<file path="config.mk">
export PLATFORM = sky130hd
export DESIGN_NAME = ls_pilot_estimator_flat
export DESIGN_NICKNAME = d
export VERILOG_FILES = /design/src/rtl/ls_pilot_estimator_if.sv /design/src/rtl/ls_pilot_estimator.sv /design/src/flat_wrapper.sv
export SDC_FILE = /design/constraint.sdc
export NUM_CORES = 1
export LEC_CHECK = 0
export CORE_MARGIN = 8
export CORE_UTILIZATION = 45
export CTS_BUF_LIST = sky130_fd_sc_hd__clkbuf_8 sky130_fd_sc_hd__clkbuf_16
export DETAILED_ROUTE_END_ITERATION = 8
export HOLD_SLACK_MARGIN = 0.03
export PLACE_DENSITY = 0.72
export SYNTH_ARGS = -nofsm -noshare
export SYNTH_HDL_FRONTEND = slang
export SYNTH_SLANG_ARGS = --single-unit
</file>
<file path="constraint.sdc">
create_clock -name clk -period 7.2 [get_ports clk]
set_input_delay 1.44 -clock clk [delete_from_list [all_inputs] [get_ports clk]]
set_output_delay 1.44 -clock clk [all_outputs]
set_load 0.02 [all_outputs]
</file>
<file path="src/rtl/ls_pilot_estimator_if.sv">
`default_nettype none
// ============================================================================
//  Module      : ls_pilot_estimator_if
//  Description : Bundle for the LS pilot estimator. Carries the incoming
//                pilot stream (sf_start, pilot_valid/pilot_ready, y_r, y_i,
//                nrs_bits) and the outgoing estimate set (est_valid/est_ready,
//                E1..E4 real/imag, pilot_cnt, overflow).
//                master : environment side (drives pilots, accepts sets)
//                slave  : estimator side
//  Revision    : 1.0 - initial release
// ============================================================================
interface ls_pilot_estimator_if #(
    parameter int Y_WIDTH = 16,
    parameter int E_WIDTH = 17
);
    logic                      sf_start;
    logic                      pilot_valid;
    logic                      pilot_ready;
    logic signed [Y_WIDTH-1:0] y_r;
    logic signed [Y_WIDTH-1:0] y_i;
    logic [1:0]                nrs_bits;
    logic                      est_valid;
    logic                      est_ready;
    logic signed [E_WIDTH-1:0] E1_r, E2_r, E3_r, E4_r;
    logic signed [E_WIDTH-1:0] E1_i, E2_i, E3_i, E4_i;
    logic [1:0]                pilot_cnt;
    logic                      overflow;

    modport master (
        output sf_start, pilot_valid, y_r, y_i, nrs_bits, est_ready,
        input  pilot_ready, est_valid, pilot_cnt, overflow,
        input  E1_r, E2_r, E3_r, E4_r, E1_i, E2_i, E3_i, E4_i
    );

    modport slave (
        input  sf_start, pilot_valid, y_r, y_i, nrs_bits, est_ready,
        output pilot_ready, est_valid, pilot_cnt, overflow,
        output E1_r, E2_r, E3_r, E4_r, E1_i, E2_i, E3_i, E4_i
    );
endinterface
`default_nettype wire

</file>
<file path="src/rtl/ls_pilot_estimator.sv">
`default_nettype none
// ============================================================================
//  Module      : ls_pilot_estimator
//  Description : Least-squares pilot estimator. Each accepted pilot Y is
//                multiplied by conj(X) of its QPSK symbol (add/subtract only),
//                saturated to E_WIDTH bits and stored in E1..E4. A complete
//                set is held with est_valid until est_ready accepts it.
//                E_WIDTH must equal Y_WIDTH+1.
//  Ports       : clk, rst (sync, active-high)
//                bus (slave modport of ls_pilot_estimator_if)
//  Revision    : 1.0 - initial release
// ============================================================================
module ls_pilot_estimator #(
    parameter int Y_WIDTH = 16,
    parameter int E_WIDTH = 17
) (
    input  wire logic            clk,
    input  wire logic            rst,
    ls_pilot_estimator_if.slave  bus
);
    // Working width: one guard bit above E_WIDTH so the sum of two negated
    // full-scale inputs is representable before clamping.
    localparam int c_sw = E_WIDTH + 1;
    localparam logic signed [c_sw-1:0] c_e_max = c_sw'((1 << (E_WIDTH - 1)) - 1);
    localparam logic signed [c_sw-1:0] c_e_min = c_sw'(-(1 << (E_WIDTH - 1)));

    localparam logic [0:0] c_collect = 1'b0;
    localparam logic [0:0] c_hold    = 1'b1;

    logic [0:0]                r_state;
    logic [0:0]                w_state_nxt;
    logic                      w_pilot_ready;
    logic                      w_est_valid;
    logic [1:0]                r_cnt;
    logic                      r_overflow;
    logic signed [E_WIDTH-1:0] r_e_r [4];
    logic signed [E_WIDTH-1:0] r_e_i [4];

    logic signed [c_sw-1:0]    w_yr;
    logic signed [c_sw-1:0]    w_yi;
    logic signed [c_sw-1:0]    w_a_yr;
    logic signed [c_sw-1:0]    w_b_yi;
    logic signed [c_sw-1:0]    w_a_yi;
    logic signed [c_sw-1:0]    w_b_yr;
    logic signed [c_sw-1:0]    w_sum_r;
    logic signed [c_sw-1:0]    w_sum_i;
    logic signed [E_WIDTH-1:0] w_est_r;
    logic signed [E_WIDTH-1:0] w_est_i;
    logic                      w_accept;
    logic [1:0]                w_wr_idx;

    function automatic logic signed [E_WIDTH-1:0] sat(input logic signed [c_sw-1:0] v);
        if (v > c_e_max)
            return c_e_max[E_WIDTH-1:0];
        else if (v < c_e_min)
            return c_e_min[E_WIDTH-1:0];
        else
            return v[E_WIDTH-1:0];
    endfunction

    // ------------------------------------------------------------------
    // Datapath: E = Y * conj(X), X = a + jb, a/b = +-1 from nrs_bits
    //   E_r = a*y_r + b*y_i,  E_i = a*y_i - b*y_r
    // ------------------------------------------------------------------
    assign w_yr   = {{(c_sw - Y_WIDTH){bus.y_r[Y_WIDTH-1]}}, bus.y_r};
    assign w_yi   = {{(c_sw - Y_WIDTH){bus.y_i[Y_WIDTH-1]}}, bus.y_i};
    assign w_a_yr = bus.nrs_bits[0] ? -w_yr : w_yr;
    assign w_a_yi = bus.nrs_bits[0] ? -w_yi : w_yi;
    assign w_b_yi = bus.nrs_bits[1] ? -w_yi : w_yi;
    assign w_b_yr = bus.nrs_bits[1] ? -w_yr : w_yr;
    assign w_sum_r = w_a_yr + w_b_yi;
    assign w_sum_i = w_a_yi - w_b_yr;
    assign w_est_r = sat(w_sum_r);
    assign w_est_i = sat(w_sum_i);

    // sf_start restarts the set, so a pilot arriving with it is always
    // taken as E1 regardless of the current state.
    assign w_accept = bus.pilot_valid & (bus.sf_start | w_pilot_ready);
    assign w_wr_idx = bus.sf_start ? 2'd0 : r_cnt;

    // ------------------------------------------------------------------
    // FSM: state register
    // ------------------------------------------------------------------
    always_ff @(posedge clk) begin
        if (rst)
            r_state <= c_collect;
        else
            r_state <= w_state_nxt;
    end

    // FSM: next-state logic
    always_comb begin
        w_state_nxt = r_state;
        if (bus.sf_start) begin
            w_state_nxt = c_collect;
        end else begin
            case (r_state)
                c_collect: if (bus.pilot_valid && (r_cnt == 2'd3)) w_state_nxt = c_hold;
                c_hold:    if (bus.est_ready)                      w_state_nxt = c_collect;
                default:   w_state_nxt = c_collect;
            endcase
        end
    end

    // FSM: outputs decoded from registered state only
    always_comb begin
        w_pilot_ready = 1'b0;
        w_est_valid   = 1'b0;
        case (r_state)
            c_collect: w_pilot_ready = 1'b1;
            c_hold:    w_est_valid   = 1'b1;
            default:   w_pilot_ready = 1'b1;
        endcase
    end

    // ------------------------------------------------------------------
    // Counter, estimate registers and sticky overflow
    // ------------------------------------------------------------------
    always_ff @(posedge clk) begin
        if (rst) begin
            r_cnt      <= 2'd0;
            r_overflow <= 1'b0;
            for (int k = 0; k < 4; k++) begin
                r_e_r[k] <= '0;
                r_e_i[k] <= '0;
            end
        end else begin
            if (w_accept) begin
                r_e_r[w_wr_idx] <= w_est_r;
                r_e_i[w_wr_idx] <= w_est_i;
            end
            // The 4th pilot wraps the 2-bit count back to 0 naturally.
            if (bus.sf_start)
                r_cnt <= bus.pilot_valid ? 2'd1 : 2'd0;
            else if (w_accept)
                r_cnt <= r_cnt + 2'd1;

            if (bus.sf_start)
                r_overflow <= 1'b0;
            else if (bus.pilot_valid && !w_pilot_ready)
                r_overflow <= 1'b1;
        end
    end

    assign bus.pilot_ready = w_pilot_ready;
    assign bus.est_valid   = w_est_valid;
    assign bus.pilot_cnt   = r_cnt;
    assign bus.overflow    = r_overflow;
    assign bus.E1_r = r_e_r[0];
    assign bus.E2_r = r_e_r[1];
    assign bus.E3_r = r_e_r[2];
    assign bus.E4_r = r_e_r[3];
    assign bus.E1_i = r_e_i[0];
    assign bus.E2_i = r_e_i[1];
    assign bus.E3_i = r_e_i[2];
    assign bus.E4_i = r_e_i[3];
endmodule
`default_nettype wire

</file>
<file path="src/flat_wrapper.sv">
// flat-port wrapper written by rule: the top's interface ports become plain ports
module ls_pilot_estimator_flat 
#(
    parameter int Y_WIDTH = 16,
    parameter int E_WIDTH = 17
)
  (clk, rst, bus_sf_start, bus_pilot_valid, bus_y_r, bus_y_i, bus_nrs_bits, bus_est_ready, bus_pilot_ready, bus_est_valid, bus_pilot_cnt, bus_overflow, bus_E1_r, bus_E2_r, bus_E3_r, bus_E4_r, bus_E1_i, bus_E2_i, bus_E3_i, bus_E4_i);
  ls_pilot_estimator_if #(.Y_WIDTH(Y_WIDTH), .E_WIDTH(E_WIDTH)) bus_i ();
  input  wire logic clk;
  input  wire logic rst;
  input wire logic [$bits(bus_i.sf_start)-1:0] bus_sf_start;
  input wire logic [$bits(bus_i.pilot_valid)-1:0] bus_pilot_valid;
  input wire logic [$bits(bus_i.y_r)-1:0] bus_y_r;
  input wire logic [$bits(bus_i.y_i)-1:0] bus_y_i;
  input wire logic [$bits(bus_i.nrs_bits)-1:0] bus_nrs_bits;
  input wire logic [$bits(bus_i.est_ready)-1:0] bus_est_ready;
  output wire logic [$bits(bus_i.pilot_ready)-1:0] bus_pilot_ready;
  output wire logic [$bits(bus_i.est_valid)-1:0] bus_est_valid;
  output wire logic [$bits(bus_i.pilot_cnt)-1:0] bus_pilot_cnt;
  output wire logic [$bits(bus_i.overflow)-1:0] bus_overflow;
  output wire logic [$bits(bus_i.E1_r)-1:0] bus_E1_r;
  output wire logic [$bits(bus_i.E2_r)-1:0] bus_E2_r;
  output wire logic [$bits(bus_i.E3_r)-1:0] bus_E3_r;
  output wire logic [$bits(bus_i.E4_r)-1:0] bus_E4_r;
  output wire logic [$bits(bus_i.E1_i)-1:0] bus_E1_i;
  output wire logic [$bits(bus_i.E2_i)-1:0] bus_E2_i;
  output wire logic [$bits(bus_i.E3_i)-1:0] bus_E3_i;
  output wire logic [$bits(bus_i.E4_i)-1:0] bus_E4_i;
  assign bus_i.sf_start = bus_sf_start;
  assign bus_i.pilot_valid = bus_pilot_valid;
  assign bus_i.y_r = bus_y_r;
  assign bus_i.y_i = bus_y_i;
  assign bus_i.nrs_bits = bus_nrs_bits;
  assign bus_i.est_ready = bus_est_ready;
  assign bus_pilot_ready = bus_i.pilot_ready;
  assign bus_est_valid = bus_i.est_valid;
  assign bus_pilot_cnt = bus_i.pilot_cnt;
  assign bus_overflow = bus_i.overflow;
  assign bus_E1_r = bus_i.E1_r;
  assign bus_E2_r = bus_i.E2_r;
  assign bus_E3_r = bus_i.E3_r;
  assign bus_E4_r = bus_i.E4_r;
  assign bus_E1_i = bus_i.E1_i;
  assign bus_E2_i = bus_i.E2_i;
  assign bus_E3_i = bus_i.E3_i;
  assign bus_E4_i = bus_i.E4_i;
  ls_pilot_estimator #(.Y_WIDTH(Y_WIDTH), .E_WIDTH(E_WIDTH)) u_core (.clk(clk), .rst(rst), .bus(bus_i));
endmodule
</file>
==> run_results.csv, run 1 <==
group,metric,value,unit
critical_path,crit_fanout,35,
synth,yosysSeqAreaShare,50.14,%
routing,drt-total-wl,23030,um
clock_tree,cts_resized,0,
power,p_sw_share,34.85,%
power,p_total,2.885,mW
routing,vias,6647,
critical_path,crit_path_max_incr_delay,560,ps
routing,ant_nets,0,
timing,finalMaxSlewViolations,0,
place,port_buffers,179,
timing,slew-limit-headroom,44.61,%
power,powerDensity,264.9,mW/mm^2
synth,synth-seq-cells,140,
clock_tree,htreeDepth,4,
clock_tree,ctsHoldBuffers,0,
synth,synth_top_cell_area_share,49.18,%
power,combPwrFrac,36.4,%
die,dieHeight,151.8,um
timing,rsz0062_at_grt,"no",
synth,synthTopCellsByArea,"edfxtp_1, nor2_1, xnor2_1",
routing,drt_iter0_drc,526,
clock_tree,clk_latency,410,ps
critical_path,slowest_stage,"or4_1",
place,dpl_cell_area,0.01032,sq mm
global_routing,grt.total_usage,19.48,%
global_routing,antenna_found_initial,1,
power,p_clk_share,28.9,%
timing,setup_ws,1250,ps
place,finalWeightedCongestion,0.9049,
timing,tns,0,ps
min_path,hold_class,"reg2reg",
clock_tree,clockRootBuffer,"clkbuf_16",
synth,syn_nets,881,
power,p_int,1.879,mW
synth,ys_types,57,
synth,yosysTopAreaCell,"edfxtp_1",
finish,area.growth.synth_to_final,31.14,%
finish,nNetsFinal,1051,
synth,syn_area,0.008304,sq mm
global_routing,grt_max_degree,47,
critical_path,path_class,"in2reg",
routing,dr_wl_met2,10670,um
finish,final_core_util,60.42,%
synth,synth-main-ff-cell,"edfxtp_1",
timing,finalSetupViolCount,0,
routing,wl_met1,10540,um
critical_path,start_kind,"primary input",
synth,synth_edf_count,136,
finish,drive_above_1_share,6.389,%
power,vdd_ir_drop_max,0.0001672,V
place,dp_hpwl,17230,um
synth,yosys.cell_count.top_type,"edfxtp_1",
routing,wire_per_inst,18.95,um
critical_path,end_kind,"flop",
global_routing,grt_pass1_wl,36250,um
synth,async_reset_ff_share,0,%
routing,routed.top_layer,"met5",
routing,wl_met3,1545,um
critical_path,path_delay_family,"simple AND/OR/NAND/NOR gates",
timing,hold_viol,0,
die,core_area,0.01802,sq mm
critical_path,critPathArrivalTime,6080,ps
routing,viasPerCell,5.471,
finish,num_antenna_cells,0,
critical_path,critical_path_buf_inv_count,2,
die,initial_utilization,46.07,%
die,ioPinCount,180,
die,dieArea,0.02306,sq mm
outcome,status,"completed",
routing,drt-pass1-iter-count,5,
die,row_count,49,
clock_tree,cts_sinks,140,
global_routing,grt_pass1_vias,6463,
power,p_sw,1.005,mW
clock_tree,cts_setup_buffers,0,
place,dp_slack,856.2,ps
finish,stdcell_area,0.01089,sq mm
timing,tightestPinTransition,830.8,ps
clock_tree,cts_buffers,17,
synth,synth_warnings,0,
clock_tree,cts_max_path_buffers,2,
die,die_width,151.8,um
timing,finClkSkew,9.130,ps
clock_tree,cts_tree,"done",
critical_path,worstPathRequired,7330,ps
timing,min_period,5950,ps
global_routing,overflow,0,
power,leakagePower,4.168,nW
routing,drc,0,
critical_path,crit_chain,"clkdlybuf4s50_1 -> or4_1 -> or4_1 -> or3_1 -> or3_1 -> nor2_1 -> nor2_1 -> a21o_1 -> ha_1 -> nor2_1 -> a21oi_1 -> a21oi_1 -> a211o_1 -> a311o_1 -> buf_4 -> nand2b_1 -> o21ai_0",
timing,finalCritPeriodShare,82.64,%
clock_tree,clkTransAtPathRegs,60,ps
job,drv_cap,0,
synth,netlist_instances,803,
synth,yosys-top-cells-count,"edfxtp_1, nor2_1, nand2_1",
synth,synth_area_per_cell,10.34,sq um
critical_path,cp_common_cell,"nor2_1",
power,p_seq_share,34.8,%
timing,max_freq,0.1681,GHz
## layer usage
layer | vias to the layer above | track usage (%)
li1 | 3211 | -
met1 | 3128 | 26.45
met2 | 287 | 30.71
met3 | 19 | 4.347
met4 | 2 | 5.281
met5 | - | 0
## state kept, by name, indices dropped and copies added, names as in the netlist
name / count
u_core.r_e_i: 68
u_core.bus.overflow: 1
u_core.r_e_r: 68
u_core.r_state: 1
u_core.bus.pilot_cnt: 2
## power groups by stage
| stage | Clock (mW) | Sequential, mW | Combinational [mW] |
|---|---|---|---|
| floorplan | 0 | 1.10 | 0.599 |
| global placement | 0 | 1.02 | 1.03 |
| detailed placement | 0 | 1.02 | 1.04 |
| CTS | 0.843 | 1.00 | 1.04 |
| global route | 0.873 | 1.01 | 1.13 |
| finish | 0.833 | 1.00 | 1.05 |
## layout make-up
cell class	instances	area (sq um)
clock inverter	13	116.4
fill	1497	7134
multi-input combinational	603	3902
inverter	17	63.81
tap	229	286.5
sequential	140	4164
timing repair buffer	194	1904
clock buffer	19	452.9
## worst register-to-register path, delay by kind of cell, from the launching register on
kind	cells	cell delay, ps
buffers and inverters	3	930
AO/OA/AOI/OAI	1	180
AND/OR/NAND/NOR	2	1230
flip-flops	1	410
## per-stage QoR
stage	std cells	hold slack [ps]
2_1_floorplan	803	573.7
3_5_place_dp	1183	502.0
4_1_cts	1215	509.9
5_1_grt	1215	562.2
6_report	1215	509.6
3_3_place_gp	1183	496.1
## cell usage in the layout, fill, tap and decap left out, types with 4 or more instances in the layout
master and instances:
clkdlybuf4s50_1 179, edfxtp_1 136, nor2_1 134, nand2_1 72
xnor2_1 56, a21oi_1 51, ha_1 37, maj3_1 29
xor2_1 26, o21ai_0 26, a211o_1 19, inv_1 18
clkbuf_16 17, buf_4 15, or3_1 14, a21o_1 14
nor2b_1 13, nand3_1 12, nor3_1 11, o31ai_1 10
nand2b_1 7, o21a_1 7, or2_2 6, nand4_1 6
or4_1 5, a31oi_1 5, o211ai_1 4, dfxtp_1 4
## path summary, 6_finish.rpt
path	cells past startpoint	from	slack, ps	endpoint
min reg2reg	2	u_core.bus.overflow$_SDFFE_PP0P_	510	u_core.bus.overflow$_SDFFE_PP0P_
max	17	bus_y_i[6]	1250	u_core.r_e_r[2][9]$_SDFFCE_PN0P_
max reg2reg	6	u_core.r_state$_SDFF_PP0_	4160	u_core.r_e_i[1][14]$_SDFFCE_PN0P_
min	2	u_core.bus.overflow$_SDFFE_PP0P_	510	u_core.bus.overflow$_SDFFE_PP0P_
## kinds of logic (layout without fill, tap and decap cells)
logic type,count (synthesis),in the layout,synth area share [%]
flops,140,140,50.14
mux,2,2,0.2411
buf+inv,60,243,2.998
xor+xnor,84,84,8.950
simple gates,293,293,15.91
fa+ha+maj,68,68,9.552
compound gates,156,156,12.20
Power figures use the tool's default switching activity.
==> inputs of run 2 (changes only) <==
==> constraint.sdc (replaced) <==
create_clock -name clk -period 6.1 [get_ports clk]
set_input_delay 1.22 -clock clk [delete_from_list [all_inputs] [get_ports clk]]
set_output_delay 1.22 -clock clk [all_outputs]
set_load 0.02 [all_outputs]
==> run_results.csv, run 2 (same netlist as run 1, synthesis figures left out) <==
group,metric,value,unit
outcome,status,"completed",
global_routing,grt_max_degree,48,
clock_tree,ctsHoldBuffers,0,
power,leakagePower,4.216,nW
power,vdd_ir_drop_max,0.0002178,V
critical_path,crit_fanout,35,
timing,min_period,5562,ps
power,powerDensity,313.7,mW/mm^2
die,die_width,151.8,um
place,dp_slack,165.1,ps
global_routing,grt.total_usage,19.28,%
finish,final_cell_mix,"clkdlybuf4s50_1, edfxtp_1, nor2_1",
critical_path,worstReg2RegStart,"u_core.r_state$_SDFF_PP0_",
critical_path,path_class,"in2reg",
critical_path,crit_end,"u_core.r_e_r[1][15]$_SDFFCE_PN0P_",
die,core_area,0.01802,sq mm
power,p_sw,1.182,mW
critical_path,r2r_cells,6,
routing,viasPerCell,5.493,
critical_path,worstPathRequired,6350,ps
timing,hold_viol,0,
routing,drc,0,
finish,final_common_cell,"clkdlybuf4s50_1",
critical_path,rrSetupSlack,3070,ps
routing,drt-total-wl,23030,um
finish,final_core_util,61.06,%
routing,drt-pass1-iter-count,7,
place,dp_hpwl,17270,um
clock_tree,cts_setup_buffers,0,
timing,rsz0062_at_grt,"no",
timing,max_freq,0.1798,GHz
routing,vias,6735,
timing,tns,0,ps
timing,finalCritPeriodShare,91.17,%
place,finalWeightedCongestion,0.9322,
clock_tree,cts_sinks,140,
critical_path,startpoint,"bus_y_i[0]",
power,combPwrFrac,36.8,%
clock_tree,cts_resized,0,
critical_path,start_kind,"primary input",
die,row_count,49,
clock_tree,clk_latency,420,ps
critical_path,end_kind,"flop",
finish,drive_above_1_share,7.337,%
job,drv_cap,0,
die,initial_utilization,46.07,%
clock_tree,clockRootBuffer,"clkbuf_16",
global_routing,overflow,0,
critical_path,critPathArrivalTime,5810,ps
finish,regArea,0.004164,sq mm
power,p_sw_share,34.26,%
power,p_clk_share,28.8,%
finish,nNetsFinal,1060,
routing,wire_per_inst,18.79,um
global_routing,grt_pass1_wl,35730,um
clock_tree,clkTransAtPathRegs,60,ps
timing,tightestPinTransition,1041,ps
critical_path,timing.rr.end,"u_core.r_e_i[2][10]$_SDFFCE_PN0P_",
clock_tree,cts_buffers,17,
timing,finClkSkew,8.837,ps
finish,area.growth.synth_to_final,32.53,%
timing,setup_ws,538.4,ps
routing,drt_iter0_drc,532,
global_routing,antenna_found_initial,1,
min_path,hold_class,"reg2reg",
clock_tree,htreeDepth,4,
timing,slew-limit-headroom,30.59,%
die,dieArea,0.02306,sq mm
global_routing,grt_pass1_vias,6247,
die,dieHeight,151.8,um
power,p_seq_share,34.4,%
routing,ant_nets,0,
die,ioPinCount,180,
finish,multi_input_area,0.003902,sq mm
finish,n_fill_cell,1494,
timing,finalMaxSlewViolations,0,
power,p_int,2.269,mW
place,port_buffers,179,
clock_tree,cts_max_path_buffers,2,
timing,finalSetupViolCount,0,
clock_tree,cts_tree,"done",
==> run 2: changes by cell type in the layout (fill, tap and decap cells not counted), sizes merged, moves of 2 or more <==
| cell | previous run | this run |
|---|---|---|
| buf | 15 | 24 |
| clkinvlp | 2 | 5 |
| inv | 21 | 18 |
| clkbuf | 19 | 17 |
| diode | 0 | 2 |
==> run 2: metrics by stage <==
stage	cell area [sq um]	std cells	hold slack [ps]	total power, mW
after global placement	10430	1192	492.9	2.455
after global routing	11000	1225	561.1	3.611
after CTS	11000	1224	532.4	3.460
final	11010	1226	530.0	3.452
after floorplan	8304	803	573.7	2.011
after detailed placement	10430	1192	521.4	2.472
==> run 2: worst max-delay path, cell delays in order <==
cell	delay (ps)
clkdlybuf4s50_1	440
or2_2	320
or4_1	540
or2_2	380
or3_1	340
nand2_1	90
xnor2_1	70
ha_1	390
a21oi_1	260
o21ai_0	200
a21oi_1	160
a21oi_1	50
a211o_1	250
a311o_1	310
buf_12	180
maj3_1	430
nor2_1	160
==> run 2: power by group through the flow <==
stage | logic, mW | clock network (mW) | registers [mW]
after floorplan | 0.707 | 0 | 1.30
after global placement | 1.25 | 0 | 1.21
after detailed placement | 1.26 | 0 | 1.21
after CTS | 1.27 | 0.999 | 1.19
after global routing | 1.38 | 1.04 | 1.19
final | 1.27 | 0.994 | 1.19
==> run 2: layer usage <==
layer	global-route usage [%]	routed length (um)	part of all wire (%)
met1	26.84	10380	45
met2	29.81	10600	46
met3	3.726	1684	7.3
met4	5.752	363	1.6
met5	0	0	0
==> run 2: how the worst min path moves through the flow <==
stage	start	endpoint	cells past startpoint
2_1_floorplan	u_core.bus.overflow$_SDFFE_PP0P_	u_core.bus.overflow$_SDFFE_PP0P_	2
3_3_place_gp	u_core.bus.overflow$_SDFFE_PP0P_	u_core.bus.overflow$_SDFFE_PP0P_	2
4_1_cts	u_core.bus.overflow$_SDFFE_PP0P_	u_core.bus.overflow$_SDFFE_PP0P_	2
5_1_grt	u_core.bus.overflow$_SDFFE_PP0P_	u_core.bus.overflow$_SDFFE_PP0P_	2
6_report	u_core.bus.overflow$_SDFFE_PP0P_	u_core.bus.overflow$_SDFFE_PP0P_	2
3_5_place_dp	u_core.bus.overflow$_SDFFE_PP0P_	u_core.bus.overflow$_SDFFE_PP0P_	2
==> run 2: layout make-up <==
cell class	count	area share [%]
Inverter	17	0.5798
Timing Repair Buffer	203	18.26
Antenna cell	2	0.04548
Tap cell	229	2.603
Sequential cell	140	37.84
Multi-Input combinational cell	603	35.46
Clock inverter	15	1.353
Clock buffer	17	3.865
==> inputs of run 3 (changes only) <==
--- a/config.mk
+++ b/config.mk
@@ -9,6 +9,7 @@
 export CORE_UTILIZATION = 45
 export CTS_BUF_LIST = sky130_fd_sc_hd__clkbuf_8 sky130_fd_sc_hd__clkbuf_16
 export DETAILED_ROUTE_END_ITERATION = 8
+export GPL_ROUTABILITY_DRIVEN = 1
 export HOLD_SLACK_MARGIN = 0.03
 export PLACE_DENSITY = 0.72
 export SYNTH_ARGS = -nofsm -noshare
==> results of run 3 <==
Same layout as run 2: the final DEF is identical, and so are final timing and power.
